## src/rtl/cr_kme_fifo_arb_pkg.sv

```systemverilog
// Shared types and constants for the KME staging-FIFO arbiter.
package cr_kme_fifo_arb_pkg;

  typedef enum logic {
    ARB_IDLE   = 1'b0,
    ARB_LOCKED = 1'b1
  } arb_state_e;

  // Beat width shared with the KME staging FIFO instance.
  localparam int unsigned KME_DATA_SIZE = 96;

  // Round-robin pointer width: max(1, clog2(n)).
  function automatic int unsigned ptr_width(input int unsigned n);
    return (n > 1) ? $clog2(n) : 1;
  endfunction

endpackage

```

## src/rtl/cr_kme_rr_pick.sv

```systemverilog
// Combinational round-robin picker: first set req bit at or after ptr, with wrap.
module cr_kme_rr_pick
  import cr_kme_fifo_arb_pkg::*;
#(
  parameter int unsigned N  = 4,
  parameter int unsigned PW = 2
) (
  input  logic [N-1:0]  req,
  input  logic [PW-1:0] ptr,
  output logic [N-1:0]  gnt,
  output logic [PW-1:0] idx
);

  logic [N-1:0] rot;
  logic         found;
  int unsigned  sum;

  // Rotate the doubled request vector down by ptr, then take the lowest set bit.
  always_comb begin
    rot   = N'({req, req} >> ptr);
    gnt   = '0;
    idx   = '0;
    found = 1'b0;
    sum   = 0;
    for (int unsigned j = 0; j < N; j++) begin
      if (!found && rot[j]) begin
        found = 1'b1;
        sum   = int'(ptr) + j;
        if (sum >= N) sum = sum - N;
        idx   = PW'(sum);
        gnt   = N'(1) << sum;
      end
    end
  end

endmodule

```

## src/rtl/cr_kme_fifo_arb.sv

```systemverilog
// Packet-aware round-robin arbiter feeding one KME staging FIFO.
module cr_kme_fifo_arb
  import cr_kme_fifo_arb_pkg::*;
#(
  parameter int unsigned N_REQ       = 4,
  parameter int unsigned DATA_SIZE   = KME_DATA_SIZE,
  parameter bit          LOCK_ON_EOP = 1'b1
) (
  input  logic                       clk,
  input  logic                       rst_n,
  input  logic [N_REQ-1:0]           req_valid,
  input  logic [N_REQ*DATA_SIZE-1:0] req_data,
  input  logic [N_REQ-1:0]           req_eop,
  output logic [N_REQ-1:0]           req_stall,
  output logic [DATA_SIZE-1:0]       fifo_in,
  output logic                       fifo_in_valid,
  input  logic                       fifo_in_stall,
  input  logic                       fifo_overflow,
  input  logic                       fifo_underflow,
  input  logic                       arb_hold,
  output logic [N_REQ-1:0]           grant,
  output logic                       locked,
  output logic                       err_overflow,
  output logic                       err_underflow,
  input  logic                       err_clr
);

  localparam int unsigned PW = ptr_width(N_REQ);

  arb_state_e    state, state_nx;
  logic [PW-1:0] rr_ptr, ptr_nx;
  logic [PW-1:0] owner, owner_nx;
  logic [N_REQ-1:0] pick_gnt;
  logic [PW-1:0] pick_idx;
  logic [PW-1:0] win;
  logic [PW-1:0] win_next;
  logic          accept;
  logic          win_eop;

  cr_kme_rr_pick #(.N(N_REQ), .PW(PW)) u_pick (
    .req (req_valid),
    .ptr (rr_ptr),
    .gnt (pick_gnt),
    .idx (pick_idx)
  );

  // Grant selection, stall fan-out and zero-latency data forwarding.
  always_comb begin
    grant = '0;
    win   = '0;
    if (state == ARB_LOCKED) begin
      grant[owner] = 1'b1;
      win          = owner;
    end else if (!arb_hold) begin
      grant = pick_gnt;
      win   = pick_idx;
    end
    req_stall     = {N_REQ{fifo_in_stall}} | ~grant;
    accept        = |(req_valid & ~req_stall);
    win_eop       = req_eop[win];
    win_next      = (win == PW'(N_REQ - 1)) ? '0 : win + PW'(1);
    fifo_in_valid = accept;
    fifo_in       = accept ? req_data[win*DATA_SIZE +: DATA_SIZE] : '0;
  end

  // Next-state: commit only on an accepted beat; pointer advances past the winner at packet end.
  always_comb begin
    state_nx = state;
    ptr_nx   = rr_ptr;
    owner_nx = owner;
    if (accept) begin
      unique case (state)
        ARB_IDLE: begin
          if (LOCK_ON_EOP && !win_eop) begin
            state_nx = ARB_LOCKED;
            owner_nx = win;
          end else begin
            ptr_nx = win_next;
          end
        end
        ARB_LOCKED: begin
          if (win_eop) begin
            state_nx = ARB_IDLE;
            ptr_nx   = win_next;
          end
        end
        default: state_nx = ARB_IDLE;
      endcase
    end
  end

  // State, pointer and owner registers.
  always_ff @(posedge clk or negedge rst_n) begin
    if (!rst_n) begin
      state  <= ARB_IDLE;
      rr_ptr <= '0;
      owner  <= '0;
    end else begin
      state  <= state_nx;
      rr_ptr <= ptr_nx;
      owner  <= owner_nx;
    end
  end

  // Sticky FIFO diagnostics; a new pulse wins over a same-cycle clear.
  always_ff @(posedge clk or negedge rst_n) begin
    if (!rst_n) begin
      err_overflow  <= 1'b0;
      err_underflow <= 1'b0;
    end else begin
      if (fifo_overflow)       err_overflow <= 1'b1;
      else if (err_clr)        err_overflow <= 1'b0;
      if (fifo_underflow)      err_underflow <= 1'b1;
      else if (err_clr)        err_underflow <= 1'b0;
    end
  end

  assign locked = (state == ARB_LOCKED);

endmodule
```

## config.mk

```make
export PLATFORM = sky130hd
export DESIGN_NAME = cr_kme_fifo_arb
export DESIGN_NICKNAME = d
export VERILOG_FILES = /design/src/rtl/cr_kme_fifo_arb_pkg.sv /design/src/rtl/cr_kme_rr_pick.sv /design/src/rtl/cr_kme_fifo_arb.sv
export SDC_FILE = /design/constraint.sdc
export NUM_CORES = 1
export LEC_CHECK = 0
export BUFFER_PORTS_ARGS = -buffer_cell sky130_fd_sc_hd__buf_2
export CAP_MARGIN = 5
export CORE_AREA = 2 2 198 200
export CTS_CLUSTER_SIZE = 24
export DETAILED_ROUTE_END_ITERATION = 12
export DIE_AREA = 0 0 200 202
export GPL_TIMING_DRIVEN = 0
export HOLD_SLACK_MARGIN = 0.15
export MAX_ROUTING_LAYER = met4
export PLACE_DENSITY = 0.37
export SYNTH_ARGS = -nofsm -noshare
export SYNTH_HDL_FRONTEND = slang
export SYNTH_HIERARCHICAL = 1
export SYNTH_SLANG_ARGS = --single-unit
```

## constraint.sdc

```tcl
create_clock -name clk -period 4.8 [get_ports clk]
set_clock_uncertainty 0.05 [all_clocks]
set_input_delay 0.48 -clock clk [delete_from_list [all_inputs] [get_ports clk]]
set_output_delay 0.48 -clock clk [all_outputs]
set_load 0.02 [all_outputs]
```

==> metrics.yaml <==
clk_path_buf_depth: 2
die_width_um: 200
via_count: 7831
stdcell_area_um2: 7582
first_pass_iters: 5
die_y_um: 202
cts_max_level: 1
finalSetupViolations: 0
maxCapViolCount: 0
num_rows: 72
tightest_slew_ps: 854.7
root_buffer: "clkbuf_16"
ant_nets: 0
synth_ff_type: "dfrtp_1"
setup_tns_ps: 0
dpl_cell_area_um2: 7472
synth_edf_count: 0
synth.distinct_cells: 57
clk_latency_ps: 230
syn_area_per_cell_um2: 5.545
fillCellCount: 4567
grt_first_pass_wirelength_um: 48580
io_pins: 507
rsz0062_at_grt: "false"
whs_ps: 381.4
gr-total-overflow: 0
port_buffers: 506
synthesis.instances: 774
crit_path_frequent_cell: "buf_2"
synth_area_leaders: "nand2_1 (34%), a311oi_1 (20%), and3_1 (14%)"
syn_area_um2: 4292
async_flop_share_pct: 100.0
cp-end-kind: "primary output"
die_area_um2: 40400
max_freq_ghz: 0.2189
viasPerCell: 4.336
start_util_pct: 11.21
antenna_found_initial: 2
place_congestion: 0.8866
relSlewSlack_pct: 43.02
slew_viol_final: 0
synth.most_common_cell: "nand2_1"
grt_pass1_vias: 8064
clk_pin_slew_worst_paths_ps: 40
drc_errors: 0
ys_top_cells_by_count: "nand2_1 (391), a311oi_1 (96), and3_1 (96)"
yosysSeqAreaShare_pct: 4.082
clkSinkCount: 7
ir_worst_vdd_mv: 0.1766
yosys_register_bits: 7
cp.arrival_ps: 4040
grt_max_degree: 11
hpwl_um: 29160
yosys_warnings: 6
crit_chain: "buf_6 > or2_4 > or4_4 > nand3b_4 > a22oi_1 > nand2_1 > nor4b_1 > o21ai_0 > and4_1 > buf_2 > buf_2 > buf_2 > a311oi_1 > buf_2"
cts-buffers-inserted: 3
cts_tree: "done"
coreArea_um2: 38290
drive_above_1_share_pct: 44.28
drtIter0Drc: 425
area_growth_pct: 76.68
min_path_type: "input pin to flip-flop"
yosys.area.top_type: "nand2_1"
synth_top_area_share_pct: 34.20
min_period_ps: 4568
leakage_nw: 4.163
fin_util_pct: 19.80
wl_per_cell_um: 19.08
power_density_nw_per_um2: 509.8
grt_use_total_pct: 16.34
critPathSlowestCell: "or4_4"
hold_viol_final: 0
finalCritPeriodShare_pct: 95.16
totalWireLength_um: 34450
start_kind: "flip-flop"
syn_nets: 1181
critical_path_class: "flip-flop to primary output"
num-nets-final: 1693
critical_path.max_fanout: 10
required_ps: 4270
max_stage_delay_ps: 500
status: "complete, no violations"
## critical path, delay by kind of cell (launching register included)
family                 cells  cell delay [ps]
flip-flops                 1              440
AND/OR/NAND/NOR            6             1590
buffers and inverters      5             1160
AO/OA/AOI/OAI              3              590
## cells by family (layout without fill, tap and decap cells)
logic type	after synthesis	in the layout	share of synthesized area, %
multiplexers	6	6	1.866
flip-flops	7	7	4.082
adder cells (fa/ha/maj)	8	8	2.332
buffers and inverters	92	603	10.12
AND/OR/NAND/NOR	523	523	54.37
XOR/XNOR	1	1	0.2041
other	0	3	0
AO/OA/AOI/OAI	137	137	27.03
## report_power, final
part	internal [mW]	switching, mW	total (mW)
clock network	0.111	0.0322	0.143
registers	0.0782	0.0265	0.105
logic	1.18	2.44	3.62
total	1.37	2.50	3.87
## what timing repair did
action | CTS | global route
hold buffers | 1 | 0
hold endpoints to repair | 7 | 0
buffers inserted | 0 | 0
endpoints found under the setup margin | 0 | 4
resized for setup | 0 | 3
## stage by stage
| stage | total power [mW] | setup slack [ps] | cells |
|---|---|---|---|
| 2_1_floorplan | 2.316 | 968.6 | 774 |
| 3_3_place_gp | 3.764 | 214.2 | 1798 |
| 3_5_place_dp | 3.749 | 325.3 | 1798 |
| 4_1_cts | 3.913 | 213.0 | 1803 |
| 5_1_grt | 4.202 | 57.99 | 1805 |
| 6_report | 3.865 | 232.1 | 1806 |
## final timing paths
path,slack (ps),endpoint,startpoint,cells after the start
worst min-delay path,380,err_overflow$_DFFE_PN0P_,fifo_overflow,2
worst min register to register,430,err_overflow$_DFFE_PN0P_,err_overflow$_DFFE_PN0P_,1
max in group asynchronous,3940,rr_ptr[0]$_DFFE_PN0P_,rst_n,2
min in group asynchronous,580,err_overflow$_DFFE_PN0P_,rst_n,2
worst max-delay path,230,fifo_in[78],rr_ptr[1]$_DFFE_PN0P_,14
worst max register to register,1260,owner[0]$_DFFE_PN0P_,rr_ptr[1]$_DFFE_PN0P_,13
## layout make-up
| class | instances | area [um^2] | area share, % |
|---|---|---|---|
| timing repair buffer | 507 | 2542 | 33.53 |
| tap | 518 | 648.1 | 8.548 |
| clock buffer | 4 | 78.83 | 1.040 |
| multi-input combinational | 675 | 3695 | 48.73 |
| antenna | 3 | 7.507 | 0.09901 |
| sequential | 7 | 176.4 | 2.327 |
| inverter | 9 | 33.78 | 0.4455 |
| buffer | 83 | 400.4 | 5.281 |
## registers in the layout, indices dropped and copies added, names as in the netlist
name and count:
owner 2, locked 1, err_underflow 1, err_overflow 1
rr_ptr 2
## layer usage
metal	track usage [%]	vias to the layer above	wire [um]
li1	-	3768	-
met1	19.49	3612	14010
met2	29.19	418	17310
met3	2.036	33	2486
met4	3.360	0	647
met5	-	-	0
## cells in the final DEF (no fill, tap or decap), types with 5 or more instances in the layout
master    netlist  layout
buf_2          32     538
nand2_1       391     391
and3_1         96      96
a311oi_1       96      95
clkbuf_1       34      35
buf_4          11      11
nor2_1         10      10
inv_1           8       8
a22oi_1         8       8
ha_1            8       8
o21ai_0         6       6
dfrtp_1         7       6
buf_1           5       5
No activity file was read; power rests on OpenSTA's default activity.
